File: src/rtl/pll_mgr_pkg.sv
// rtl/pll_mgr_pkg.sv - shared state encoding for the PLL lock manager
package pll_mgr_pkg;

   typedef enum logic [2:0] {
      RESET       = 3'd0,
      WAIT_LOCK   = 3'd1,
      STABLE_WAIT = 3'd2,
      LOCKED      = 3'd3,
      FAIL        = 3'd4
   } pll_state_e;

endpackage

File: src/rtl/sync_bit.sv
// rtl/sync_bit.sv - single-bit multi-flop synchroniser, asynchronous reset to 0
module sync_bit #(
   parameter int STAGES = 2
) (
   input  logic clk,
   input  logic rst,
   input  logic d,
   output logic q
);

   logic [STAGES-1:0] sync_q;
   logic [STAGES-1:0] sync_d;

   always_comb begin
      sync_d = {sync_q[STAGES-2:0], d};
   end

   always_ff @(posedge clk or posedge rst) begin
      if (rst) begin
         sync_q <= '0;
      end else begin
         sync_q <= sync_d;
      end
   end

   assign q = sync_q[STAGES-1];

endmodule

File: src/rtl/pll_lock_mgr.sv
// rtl/pll_lock_mgr.sv - PLL reset sequencer and lock supervisor with retry/timeout
// Lock-loss statistics counter is built only when PLL_LOCK_STATS_EN is defined.
module pll_lock_mgr
   import pll_mgr_pkg::*;
#(
   parameter int RST_CYCLES   = 16,
   parameter int LOCK_TIMEOUT = 27000,
   parameter int LOCK_STABLE  = 256,
   parameter int MAX_RETRY    = 3,
   parameter int SYNC_STAGES  = 2,
   parameter int CNT_W        = 8
) (
   input  logic                           clk,
   input  logic                           rst,
   input  logic                           pll_locked,
   input  logic                           restart,
   output logic                           pll_rst,
   output logic                           locked,
   output logic                           fail,
   output logic [$clog2(MAX_RETRY+1)-1:0] retry_cnt,
   output logic [CNT_W-1:0]               loss_cnt
);

   localparam int RC_W = $clog2(RST_CYCLES + 1);
   localparam int TO_W = $clog2(LOCK_TIMEOUT);
   localparam int ST_W = $clog2(LOCK_STABLE + 1);
   localparam int RT_W = $clog2(MAX_RETRY + 1);

   localparam logic [RC_W-1:0] RC_LAST = RC_W'(RST_CYCLES - 1);
   localparam logic [TO_W-1:0] TO_LAST = TO_W'(LOCK_TIMEOUT - 1);
   localparam logic [ST_W-1:0] ST_LAST = ST_W'(LOCK_STABLE - 1);
   localparam logic [RT_W-1:0] RT_MAX  = RT_W'(MAX_RETRY);

   pll_state_e      state_q, state_d;
   logic [RC_W-1:0] rc_q, rc_d;
   logic [TO_W-1:0] to_q, to_d, to_inc;
   logic [ST_W-1:0] st_q, st_d;
   logic [RT_W-1:0] retry_q, retry_d, retry_inc;
   logic            pll_rst_q, pll_rst_d;
   logic            locked_q, locked_d;
   logic            fail_q, fail_d;
   logic            expired;
   logic            lk_s;

   sync_bit #(.STAGES(SYNC_STAGES)) u_lock_sync (
      .clk (clk),
      .rst (rst),
      .d   (pll_locked),
      .q   (lk_s)
   );

   always_comb begin
      state_d   = state_q;
      rc_d      = rc_q;
      to_d      = to_q;
      st_d      = st_q;
      retry_d   = retry_q;
      // Timeout counter saturates so a late entry into STABLE_WAIT still sees expiry.
      expired   = (to_q == TO_LAST);
      to_inc    = expired ? to_q : to_q + 1'b1;
      retry_inc = retry_q + 1'b1;

      case (state_q)
         RESET: begin
            if (rc_q == RC_LAST) begin
               state_d = WAIT_LOCK;
               to_d    = '0;
            end else begin
               rc_d = rc_q + 1'b1;
            end
         end
         WAIT_LOCK: begin
            to_d = to_inc;
            if (lk_s) begin
               state_d = STABLE_WAIT;
               st_d    = '0;
            end else if (expired) begin
               retry_d = retry_inc;
               rc_d    = '0;
               state_d = (retry_inc == RT_MAX) ? FAIL : RESET;
            end
         end
         STABLE_WAIT: begin
            to_d = to_inc;
            st_d = st_q + 1'b1;
            if (!lk_s) begin
               state_d = WAIT_LOCK;
            end else if (st_q == ST_LAST) begin
               state_d = LOCKED;
               retry_d = '0;
            end else if (expired) begin
               retry_d = retry_inc;
               rc_d    = '0;
               state_d = (retry_inc == RT_MAX) ? FAIL : RESET;
            end
         end
         LOCKED: begin
            if (!lk_s) begin
               state_d = RESET;
               rc_d    = '0;
            end
         end
         FAIL: begin
            state_d = FAIL;
         end
         default: begin
            state_d = RESET;
            rc_d    = '0;
         end
      endcase

      if (restart) begin
         state_d = RESET;
         rc_d    = '0;
         retry_d = '0;
      end

      pll_rst_d = (state_d == RESET) || (state_d == FAIL);
      locked_d  = (state_d == LOCKED);
      fail_d    = (state_d == FAIL);
   end

   always_ff @(posedge clk or posedge rst) begin
      if (rst) begin
         state_q   <= RESET;
         rc_q      <= '0;
         to_q      <= '0;
         st_q      <= '0;
         retry_q   <= '0;
         pll_rst_q <= 1'b1;
         locked_q  <= 1'b0;
         fail_q    <= 1'b0;
      end else begin
         state_q   <= state_d;
         rc_q      <= rc_d;
         to_q      <= to_d;
         st_q      <= st_d;
         retry_q   <= retry_d;
         pll_rst_q <= pll_rst_d;
         locked_q  <= locked_d;
         fail_q    <= fail_d;
      end
   end

   assign pll_rst   = pll_rst_q;
   assign locked    = locked_q;
   assign fail      = fail_q;
   assign retry_cnt = retry_q;

`ifdef PLL_LOCK_STATS_EN
   logic [CNT_W-1:0] loss_q, loss_d;

   // Counted independently of restart so a simultaneous loss is never dropped.
   always_comb begin
      loss_d = loss_q;
      if ((state_q == LOCKED) && !lk_s && (loss_q != '1)) begin
         loss_d = loss_q + 1'b1;
      end
   end

   always_ff @(posedge clk or posedge rst) begin
      if (rst) begin
         loss_q <= '0;
      end else begin
         loss_q <= loss_d;
      end
   end

   assign loss_cnt = loss_q;
`else
   assign loss_cnt = '0;
`endif

endmodule
File: config.mk
export PLATFORM = sky130hd
export DESIGN_NAME = pll_lock_mgr
export DESIGN_NICKNAME = d
export VERILOG_FILES = /design/src/rtl/pll_mgr_pkg.sv /design/src/rtl/sync_bit.sv /design/src/rtl/pll_lock_mgr.sv
export SDC_FILE = /design/constraint.sdc
export NUM_CORES = 1
export LEC_CHECK = 0
export ABC_CLOCK_PERIOD_IN_PS = 2500
export CORE_MARGIN = 2
export CORE_UTILIZATION = 30
export CTS_CLUSTER_SIZE = 14
export DETAILED_ROUTE_END_ITERATION = 6
export GPL_TIMING_DRIVEN = 0
export PLACE_DENSITY = 0.47
export SLEW_MARGIN = 20
export SYNTH_ARGS = -nofsm -noshare
export SYNTH_HDL_FRONTEND = slang
export SYNTH_SLANG_ARGS = --single-unit
File: constraint.sdc
create_clock -name clk -period 2.5 [get_ports clk]
set_clock_uncertainty 0.1 [all_clocks]
set_input_delay 0.5 -clock clk [delete_from_list [all_inputs] [get_ports clk]]
set_output_delay 0.5 -clock clk [all_outputs]
set_load 0.005 [all_outputs]
==> key figures, run 1 <==
Status
  – Status: finished clean

Drt
  – Initial DRC count: 53
  – Vias per cell: 5.10
  – WL final: 5240 um
  – DRT Pass-1 Iters: 4
  – Wire per inst: 14.1 um
  – Remaining antenna violation count after routing: 0
  – Detailed-route via count: 1898
  – DR DRC count: 0

Synthesis
  – Post-Synth Adder-Cell Area: 3.33%
  – Simple-gate share of the synthesized area: 26.6%
  – Mean Syn Cell Area: 9.12 um2
  – Mapped Cells: 247
  – Yosys warning count: 0
  – Top cell type's share of synthesized area: 42.2%
  – Ys async rst share: 100%
  – Yosys top cell by area: dfrtp_1
  – Post-synth EDFFs: 0
  – Area contributors post-synth: dfrtp_1 (42%), o21ai_0 (3.8%), nand2_1 (3.5%), ha_1 (3.3%), mux2i_1 (3.1%)
  – Top_reg_cell synth: dfrtp_1
  – Post-synthesis mux area share: 3.11%
  – Post-Synth XOR/XNOR Area: 1.94%
  – Synth Area in Compound Gates: 15.1%
  – Main combinational cell family by area after synthesis: simple AND/OR/NAND/NOR gates
  – Post-synthesis cell type count: 54
  – Netlist Area Pre-Place: 2250 um2
  – Post-synthesis sequential area ratio: 43.4%
  – Seq cells post-synth: 39

Die
  – Die height: 90.6 um
  – I/O pin count: 17
  – Initial Util: 31.1%
  – Core footprint: 7250 um2
  – # rows: 31
  – Die area: 8220 um2
  – Die X: 90.6 um

Clock tree
  – CTS root buf: clkbuf_8
  – CTS tree: yes
  – Worst-path clk slew: 0.09 ns
  – Num CTS Buffers: 5
  – CTS sink count: 39
  – Skew-Pair Late Insertion Delay: 0.31 ns
  – H-tree Lvls: 2
  – CTS Buffer Depth: 2

Run
  – Max_cap viols: 0

Worst setup path
  – FF-to-FF path depth: 10
  – Type of origin of the critical path: flop
  – Critical path class: reg2reg
  – CP Data Arrival Time: 2.56 ns
  – CP Max Fanout: 5
  – CP Capture Type: flop
  – Crit path required time: 2.60 ns

GRT
  – First-pass GRT wire length: 9280 um
  – Vias in the first global route: 1925
  – Initial antenna violation count: 0
  – GRT Resource Usage Total: 13.7%
  – Largest net degree at the start of global routing: 28
  – Congestion Overflow GR: 0

Layout
  – N_diodes: 0
  – Design area: 2730 um2
  – # fillers: 752
  – Layout Utilization: 37.6%
  – Share of layout cells above drive strength 1: 14.3%
  – P&R area growth vs syn: 21.2%
  – Most frequent cells in the layout: dfrtp_1 (38), nand2_1 (21), nor2_1 (17)
  – Most common cell after layout, fill and taps aside: dfrtp_1
  – Multi-input logic area: 1250 um2
  – Seq. cell area: 977 um2
  – Post-route insts no fill: 372
  – Layout Nets: 282

Place
  – Area after DPL: 2490 um2
  – Post-DP HPWL: 3550 um
  – Dpl ws: -0.374 ns
  – Placed cell count: 361
  – Placer Congestion: 0.781
  – I/O Buffers: 7

STA
  – Setup ws final: 0.0401 ns
  – Worst relative slew slack: 54.1%
  – Final Cycle Share: 98.4%
  – Slew Limit Fails: 0
  – Setup_tns: 0 ns
  – Worst-Margin Slew: 0.683 ns
  – Hold_ws: 0.261 ns
  – Setup violations, final: 0
  – RSZ-0062 raised after global routing: yes
  – Maximum clock frequency: 407 MHz
  – Hold Vio Cnt, Final: 0
  – Minimum clock period: 2.46 ns

Power
  – LEAKAGE: 1.12 nW
  – Switching share of total power: 22.5%
  – Final Power: 1.28 mW
  – Net Sw Power: 0.289 mW
  – Comb power frac: 5.0%
  – Power Dens Cells: 469 nW/um2
  – Int Pwr: 0.992 mW
  – Flop pwr share: 50.6%
  – Peak supply drop: 0.248 mV
  – Clock share of power: 44.4%

Min path
  – Worst hold path class: reg2reg
  – Min-Delay Path Depth: 0
critical path, cell delays in order (launching register included):
cell and delay (ns):
dfrtp_1 0.37, ha_2 0.20, and3_4 0.21, and3_4 0.18
and3_4 0.19, ha_4 0.16, nor4bb_4 0.05, a2111oi_1 0.46
a21oi_2 0.07, buf_6 0.16, o311ai_1 0.21
power by group through the flow:
| stage | registers (mW) | clock network (mW) | logic [mW] |
|---|---|---|---|
| 2_1_floorplan | 0.659 | 0 | 0.0451 |
| 3_3_place_gp | 0.661 | 0 | 0.0577 |
| 3_5_place_dp | 0.661 | 0 | 0.0626 |
| 4_1_cts | 0.648 | 0.580 | 0.0652 |
| 5_1_grt | 0.650 | 0.603 | 0.0760 |
| 6_report | 0.648 | 0.568 | 0.0639 |
layout make-up:
cell class / count / share of cell area, %
clock buffers: 6 / 3.03
flip-flops and latches: 39 / 35.8
well taps: 99 / 4.54
inverters: 9 / 1.24
clock inverters: 2 / 1.28
multi-input cells: 185 / 45.7
repair buffers: 12 / 4.54
plain buffers: 20 / 3.90
state kept, by name, indices dropped and copies added, names as in the netlist:
register / count
st_q: 9
u_lock_sync.sync_q: 2
retry_cnt: 2
state_q: 3
pll_rst: 1
to_q: 15
rc_q: 5
locked: 1
fail: 1
worst paths after layout:
| path | startpoint | slack (ns) | end |
|---|---|---|---|
| min in group asynchronous | rst | 0.36 | rc_q[0]$_DFFE_PP0P_ |
| max in group asynchronous | rst | 1.41 | pll_rst$_DFF_PP1_ |
| worst min register to register | u_lock_sync.sync_q[0]$_DFF_PP0_ | 0.26 | u_lock_sync.sync_q[1]$_DFF_PP0_ |
| worst max register to register | st_q[1]$_DFFE_PP0P_ | 0.04 | rc_q[3]$_DFFE_PP0P_ |
| worst min-delay path | u_lock_sync.sync_q[0]$_DFF_PP0_ | 0.26 | u_lock_sync.sync_q[1]$_DFF_PP0_ |
| worst max-delay path | st_q[1]$_DFFE_PP0P_ | 0.04 | rc_q[3]$_DFFE_PP0P_ |
cell usage after synthesis, types with 6 or more instances:
cell / n
nor4_1: 7
dfrtp_1: 38
nand3_1: 7
nand4_1: 7
nand2b_1: 7
o21ai_0: 17
a21oi_1: 12
mux2i_1: 7
inv_1: 9
ha_1: 6
nand2_1: 21
clkbuf_1: 11
and3_1: 6
buf_4: 8
nor2_1: 17
kinds of logic (layout without fill, tap and decap cells):
group | count (synthesis) | after routing
adder cells (fa/ha/maj) | 6 | 6
buffers and inverters | 30 | 49
other | 1 | 8
XOR/XNOR | 5 | 5
flip-flops | 39 | 39
AND/OR/NAND/NOR | 105 | 105
multiplexers | 7 | 7
AO/OA/AOI/OAI | 54 | 54
routing by layer:
layer	track usage (%)	vias up	routed length [um]	part of all wire, %
met5	0	-	0	0
met4	4.10	0	101	1.9
met3	2.75	11	167	3.2
met2	23.3	31	2460	47
met1	17.6	920	2500	48
li1	-	936	-	-
what timing repair did:
action                                  in CTS  in global routing
setup buffers                                2                  2
hold buffers                                 0                  0
endpoints found under the setup margin       8                  9
pin swaps                                    1                  4
resized for setup                           10                  9
(Power assumes the default switching activity.)
==> run 2: changes to the inputs <==
--- a/config.mk
+++ b/config.mk
@@ -5,13 +5,13 @@
 export SDC_FILE = /design/constraint.sdc
 export NUM_CORES = 1
 export LEC_CHECK = 0
-export ABC_CLOCK_PERIOD_IN_PS = 2500
+export ABC_CLOCK_PERIOD_IN_PS = 2800
 export CORE_MARGIN = 2
 export CORE_UTILIZATION = 30
 export CTS_CLUSTER_SIZE = 14
 export DETAILED_ROUTE_END_ITERATION = 6
 export GPL_TIMING_DRIVEN = 0
-export PLACE_DENSITY = 0.47
+export PLACE_DENSITY = 0.46
 export SLEW_MARGIN = 20
 export SYNTH_ARGS = -nofsm -noshare
 export SYNTH_HDL_FRONTEND = slang
==> constraint.sdc (replaced) <==
create_clock -name clk -period 2.8 [get_ports clk]
set_clock_uncertainty 0.1 [all_clocks]
set_input_delay 0.56 -clock clk [delete_from_list [all_inputs] [get_ports clk]]
set_output_delay 0.56 -clock clk [all_outputs]
set_load 0.005 [all_outputs]
==> key figures, run 2 (synthesis gave the netlist of run 1 again) <==
Status
  – Status: finished clean

Place
  – Placer Congestion: 0.775 (-0.84%)
  – I/O Buffers: 7 (unchanged)
  – Post-DP HPWL: 3700 um (+4.1%)
  – Dpl ws: -0.0966 ns (+0.277 ns)

Clock tree
  – CTS Buffer Depth: 2 (unchanged)
  – CTS root buf: clkbuf_8
  – CTS sink count: 39 (unchanged)
  – Skew-Pair Late Insertion Delay: 0.30 ns (about the same)
  – Num CTS Buffers: 5 (unchanged)
  – CTS tree: yes
  – H-tree Lvls: 2 (unchanged)
  – Worst-path clk slew: 0.08 ns (about the same)
  – Setup Fix Bufs, Post-CTS: 0 (-2)

Drt
  – Vias per cell: 4.98 (-2.4%)
  – Remaining antenna violation count after routing: 0 (unchanged)
  – Initial DRC count: 71 (+34%)
  – DRT Pass-1 Iters: 4 (unchanged)
  – Wire per inst: 14.0 um (-0.55%)
  – WL final: 5160 um (-1.4%)
  – DR DRC count: 0 (unchanged)
  – Detailed-route via count: 1837 (-3.2%)

GRT
  – Vias in the first global route: 1845 (-4.2%)
  – Largest net degree at the start of global routing: 23 (-18%)
  – GRT Resource Usage Total: 13.2% (-0.49 points)
  – Congestion Overflow GR: 0 (unchanged)
  – Initial antenna violation count: 0 (unchanged)
  – First-pass GRT wire length: 8970 um (-3.3%)

Worst setup path
  – CP Capture Type: flop
  – Critical path class: reg2reg
  – CP Data Arrival Time: 2.78 ns (+0.22 ns)
  – CP Max Fanout: 5 (unchanged)
  – Crit path required time: 2.91 ns (+0.31 ns)
  – Type of origin of the critical path: flop

STA
  – Maximum clock frequency: 375 MHz (-7.6%)
  – Setup_tns: 0 ns (unchanged)
  – Worst-Margin Slew: 0.626 ns (-0.0572 ns)
  – Final Cycle Share: 95.1% (-3.3 points)
  – Setup ws final: 0.136 ns (+0.0964 ns)
  – Minimum clock period: 2.66 ns (+0.204 ns)
  – Hold Vio Cnt, Final: 0 (unchanged)
  – RSZ-0062 raised after global routing: yes
  – Setup violations, final: 0 (unchanged)
  – Worst relative slew slack: 57.9% (+3.8 points)
  – Slew Limit Fails: 0 (unchanged)

Layout
  – P&R area growth vs syn: 16.4%
  – Top Registers: to_q (15), st_q (9), rc_q (5)
  – Share of layout cells above drive strength 1: 10.7% (-3.5 points)
  – Top reg by flops: to_q
  – Layout Nets: 279 (-1.1%)
  – Max reg flops: 15 (unchanged)
  – N_diodes: 0 (unchanged)
  – Most frequent cells in the layout: dfrtp_1 (38), nand2_1 (21), nor2_1 (17), o21ai_0 (17)
  – Most common cell after layout, fill and taps aside: dfrtp_1

Run
  – Max_cap viols: 0 (unchanged)

Die
  – Die height: 90.6 um (unchanged)
  – Initial Util: 31.1% (unchanged)
  – # rows: 31 (unchanged)
  – I/O pin count: 17 (unchanged)
  – Die X: 90.6 um (unchanged)
  – Core footprint: 7250 um2 (unchanged)
  – Die area: 8220 um2 (unchanged)

Power
  – Comb power frac: 5.4% (+0.4 points)
  – Flop pwr share: 56.4% (+5.8 points)
  – Int Pwr: 0.770 mW (-22%)
  – LEAKAGE: 1.09 nW (-3.4%)
  – Switching share of total power: 24.9% (+2.4 points)
  – Power Dens Cells: 391 nW/um2 (-17%)
  – Peak supply drop: 0.217 mV (-12%)
  – Clock share of power: 38.1% (-6.3 points)
  – Net Sw Power: 0.256 mW (-11%)

Min path
  – Worst hold path class: reg2reg
## run 2: through the flow
stage	instance area, um2	cells	total power [mW]	util (%)	hold WS [ns]
final	2620	369	1.03	36.2	0.252
after floorplan	2280	254	0.629	-	0.231
after detailed placement	2500	361	0.647	34.5	0.235
after global routing	2620	369	1.08	36.2	0.266
after CTS	2590	369	1.05	35.7	0.254
after global placement	2470	360	0.642	34.1	0.234
## run 2: power by group through the flow
stage                     combinational [mW]  sequential, mW  clock (mW)
after floorplan                       0.0403           0.588           0
after global routing                  0.0661           0.581       0.433
after CTS                             0.0569           0.579       0.409
final                                 0.0558           0.579       0.392
after global placement                0.0518           0.591           0
after detailed placement              0.0568           0.590           0
## run 2: what timing repair did
action / 4_1_cts / 5_1_grt
pin swaps: 0 / 1
setup endpoints to repair: 5 / 7
hold buffers: 0 / 0
gates resized for setup: 1 / 6
## run 2: worst paths after layout
kind                                                 startpoint                               to  slack [ns]  cells past startpoint
worst max-delay path                        st_q[0]$_DFFE_PP0P_              rc_q[4]$_DFFE_PP0P_        0.14                      9
worst min-delay path            u_lock_sync.sync_q[0]$_DFF_PP0_  u_lock_sync.sync_q[1]$_DFF_PP0_        0.25                      0
min in group asynchronous                                   rst              to_q[7]$_DFFE_PP0P_        0.47                      2
max in group asynchronous                                   rst                pll_rst$_DFF_PP1_        1.60                      3
worst min register to register  u_lock_sync.sync_q[0]$_DFF_PP0_  u_lock_sync.sync_q[1]$_DFF_PP0_        0.25                      0
worst max register to register              st_q[0]$_DFFE_PP0P_              rc_q[4]$_DFFE_PP0P_        0.14                      9
## run 2: worst max-delay path, cell delays in order, from the launching register on
cell       delay, ns
dfrtp_1         0.41
ha_1            0.23
and3_1          0.23
and3_1          0.20
and3_1          0.19
ha_2            0.22
nor4bb_4        0.33
a2111oi_1       0.11
a21oi_2         0.33
mux2i_1         0.24
## run 2: layout make-up
| cell class | instances | area, um2 |
|---|---|---|
| plain buffers | 21 | 110 |
| clock buffers | 5 | 68.8 |
| clock inverters | 3 | 20.0 |
| fillers | 754 | 4630 |
| inverters | 9 | 33.8 |
| multi-input cells | 185 | 1190 |
| flip-flops and latches | 39 | 977 |
| well taps | 99 | 124 |
| repair buffers | 8 | 97.6 |
## run 2: routing by layer
metal | vias to the layer above | wire (um) | GRT usage (%)
met1 | 880 | 2450 | 17.2
met4 | 0 | 70 | 4.49
li1 | 930 | - | -
met5 | - | 0 | 0
met3 | 9 | 102 | 2.59
met2 | 18 | 2550 | 22.0
==> run 3: changes to the inputs <==
--- a/config.mk
+++ b/config.mk
@@ -5,13 +5,14 @@
 export SDC_FILE = /design/constraint.sdc
 export NUM_CORES = 1
 export LEC_CHECK = 0
+export ABC_AREA = 1
 export ABC_CLOCK_PERIOD_IN_PS = 2800
 export CORE_MARGIN = 2
 export CORE_UTILIZATION = 30
-export CTS_CLUSTER_SIZE = 14
 export DETAILED_ROUTE_END_ITERATION = 6
 export GPL_TIMING_DRIVEN = 0
-export PLACE_DENSITY = 0.46
+export PLACE_DENSITY = 0.45
+export SETUP_SLACK_MARGIN = 0.1
 export SLEW_MARGIN = 20
 export SYNTH_ARGS = -nofsm -noshare
 export SYNTH_HDL_FRONTEND = slang
==> key figures, run 3 <==
Synthesis
  – Simple-gate share of the synthesized area: 37.1% (+11 points)
  – Seq cells post-synth: 39 (unchanged)
  – Post-synthesis cell type count: 31 (-43%)
  – Post-Synth XOR/XNOR Area: 3.20% (+1.3 points)
  – Post-synthesis mux area share: 0% (-3.1 points)
  – Yosys top cell by area: dfrtp_1
  – Netlist Area Pre-Place: 2470 um2 (+9.5%)
  – Top_reg_cell synth: dfrtp_1
  – Top cell type's share of synthesized area: 38.6% (-3.7 points)
  – Post-Synth Adder-Cell Area: 3.04% (-0.29 points)
  – Synth Area in Compound Gates: 7.36% (-7.8 points)
  – Main combinational cell family by area after synthesis: simple AND/OR/NAND/NOR gates
  – Most numerous cell in the Yosys netlist: nand2_1
  – Yosys warning count: 0 (unchanged)
  – Mean Syn Cell Area: 7.68 um2 (-16%)
  – Ys async rst share: 100% (unchanged)
  – Post-synth EDFFs: 0 (unchanged)
  – Post-synth top cells: nand2_1 (84), dfrtp_1 (38), nor2_1 (36)
  – Post-synthesis sequential area ratio: 39.6% (-3.8 points)
  – Area contributors post-synth: dfrtp_1 (39%), nand2_1 (13%), nand3_1 (6.5%), nor2_1 (5.5%), inv_1 (5.2%)
  – Mapped Cells: 321 (+30%)

Drt
  – DRT Pass-1 Iters: 4 (unchanged)
  – Detailed-route via count: 2046 (+11%)
  – Vias per cell: 4.55 (-8.7%)
  – Remaining antenna violation count after routing: 0 (unchanged)
  – Wire per inst: 11.6 um (-17%)
  – Initial DRC count: 75 (+5.6%)
  – WL final: 5200 um (+0.68%)
  – DR DRC count: 0 (unchanged)

Worst setup path
  – Crit path required time: 2.88 ns (-0.03 ns)
  – CP Max Fanout: 6 (+1)
  – CP Data Arrival Time: 2.29 ns (-0.49 ns)
  – Type of origin of the critical path: flop
  – Critical path class: reg2reg
  – CP Capture Type: flop

STA
  – Setup_tns: 0 ns (unchanged)
  – Setup violations, final: 0 (unchanged)
  – Hold Vio Cnt, Final: 0 (unchanged)
  – Setup ws final: 0.593 ns (+0.456 ns)
  – Maximum clock frequency: 453 MHz (+21%)
  – Hold_ws: 0.265 ns (+0.0132 ns)
  – Final Cycle Share: 78.8% (-16 points)
  – RSZ-0062 raised after global routing: no
  – Slew Limit Fails: 0 (unchanged)
  – Minimum clock period: 2.21 ns (-0.456 ns)

Layout
  – Share of layout cells above drive strength 1: 16.5% (+5.8 points)
  – Layout Utilization: 34.9% (-1.2 points)
  – Top reg by flops: to_q
  – Design area: 2830 um2 (+7.8%)
  – P&R area growth vs syn: 14.7%
  – Layout Nets: 354 (+27%)
  – Max reg flops: 15 (unchanged)
  – Top Registers: to_q (15), st_q (9), rc_q (5)
  – Post-route insts no fill: 450 (+22%)
  – Most common cell after layout, fill and taps aside: nand2_1
  – Most frequent cells in the layout: nand2_1 (84), dfrtp_1 (38), nor2_1 (36)
  – Seq. cell area: 977 um2 (unchanged)
  – N_diodes: 0 (unchanged)
  – Multi-input logic area: 1280 um2 (+7.6%)
  – # fillers: 897 (+19%)

Clock tree
  – Setup Fix Bufs, Post-CTS: 0 (unchanged)
  – Worst-path clk slew: 0.09 ns (about the same)
  – CTS resizes: 0 (-1)
  – H-tree Lvls: 2 (unchanged)
  – CTS sink count: 39 (unchanged)
  – CTS tree: yes
  – CTS root buf: clkbuf_8
  – Hold Buf Count CTS: 0 (unchanged)
  – CTS Buffer Depth: 2 (unchanged)
  – Num CTS Buffers: 5 (unchanged)
  – Skew-Pair Late Insertion Delay: 0.30 ns (about the same)

Power
  – Clock share of power: 41.5% (+3.4 points)
  – LEAKAGE: 1.34 nW (+23%)
  – Peak supply drop: 0.162 mV (-26%)
  – Switching share of total power: 23.1% (-1.8 points)
  – Flop pwr share: 54.2% (-2.2 points)
  – Power Dens Cells: 374 nW/um2 (-4.6%)
  – Final Power: 1.06 mW (+2.9%)
  – Comb power frac: 4.3% (-1.1 points)
  – Net Sw Power: 0.244 mW (-4.5%)
  – Int Pwr: 0.812 mW (+5.4%)

GRT
  – Congestion Overflow GR: 0 (unchanged)
  – First-pass GRT wire length: 9140 um (+1.9%)
  – Initial antenna violation count: 0 (unchanged)
  – GRT Resource Usage Total: 12.9% (-0.29 points)
  – Largest net degree at the start of global routing: 26 (+13%)
  – Vias in the first global route: 1893 (+2.6%)

Die
  – Die height: 94.7 um (+4.4%)
  – # rows: 33 (+6.5%)
  – Core footprint: 8090 um2 (+12%)
  – I/O pin count: 17 (unchanged)
  – Die area: 8960 um2 (+9.1%)
  – Initial Util: 30.5% (-0.58 points)
  – Die X: 94.7 um (+4.4%)

Run
  – Max_cap viols: 0 (unchanged)

Place
  – Area after DPL: 2720 um2 (+9.0%)
  – I/O Buffers: 8 (+1)
  – Dpl ws: 0.605 ns (+0.701 ns)
  – Placed cell count: 442 (+22%)
  – Placer Congestion: 0.844 (+8.9%)
  – Post-DP HPWL: 3920 um (+6.1%)

Status
  – Status: finished clean

Min path
  – Worst hold path class: reg2reg
run 3: changes by cell type in the layout (fill, tap and decap cells not counted), moves of 10 or more:
cell	previous run	this run
clkbuf_1	11	0
nor2_1	17	36
nand3_1	7	32
nand2_1	21	84
inv_1	8	33
nand2_2	0	10
run 3: final timing paths:
check | from | endpoint | slack (ns) | depth (start not counted)
setup reg to reg | st_q[0]$_DFFE_PP0P_ | rc_q[4]$_DFFE_PP0P_ | 0.59 | 14
max in group asynchronous | rst | pll_rst$_DFF_PP1_ | 1.62 | 3
min in group asynchronous | rst | to_q[9]$_DFFE_PP0P_ | 0.46 | 2
hold reg to reg | u_lock_sync.sync_q[0]$_DFF_PP0_ | u_lock_sync.sync_q[1]$_DFF_PP0_ | 0.26 | 0
hold / removal | u_lock_sync.sync_q[0]$_DFF_PP0_ | u_lock_sync.sync_q[1]$_DFF_PP0_ | 0.26 | 0
setup / recovery | st_q[0]$_DFFE_PP0P_ | rc_q[4]$_DFFE_PP0P_ | 0.59 | 14
run 3: kinds of logic (layout without fill, tap and decap cells):
logic type,after synthesis,count (layout)
AOI/OAI and AO/OA,28,28
xor gates and xnor gates,9,9
adders and majority gates,6,6
buffers and inverters,48,65
DFF,39,39
other,1,8
and+or+nand+nor,190,190
run 3: final cells by class:
type / instances / share of cell area [%]
repair buffers: 9 / 3.54
clock buffers: 7 / 3.41
inverters: 38 / 5.04
plain buffers: 10 / 3.23
well taps: 105 / 4.65
flip-flops and latches: 39 / 34.6
clock inverters: 1 / 0.265
multi-input cells: 241 / 45.3
run 3: per-layer routing:
metal	routed length (um)	global-route usage (%)	vias up
li1	-	-	1061
met1	2720	18.6	950
met2	2240	19.5	30
met3	170	2.55	5
met4	65	3.99	0
met5	0	0	-
run 3: critical path, stage by stage (launching register included):
cell,delay [ns]
dfrtp_1,0.42
ha_1,0.22
nand2_1,0.08
inv_1,0.06
nand3_1,0.11
nor2_1,0.06
nand2_1,0.08
nor2_1,0.05
ha_1,0.18
nand3_1,0.14
nand3_1,0.14
nor2_4,0.18
nand2_2,0.12
nand3_1,0.09
nand2_1,0.06
run 3: power groups by stage:
stage	Sequential [mW]	Clock (mW)	Combinational [mW]
final	0.572	0.438	0.0459
after global routing	0.573	0.478	0.0536
after CTS	0.572	0.454	0.0478
after detailed placement	0.583	0	0.0476
after global placement	0.583	0	0.0442
after floorplan	0.582	0	0.0321
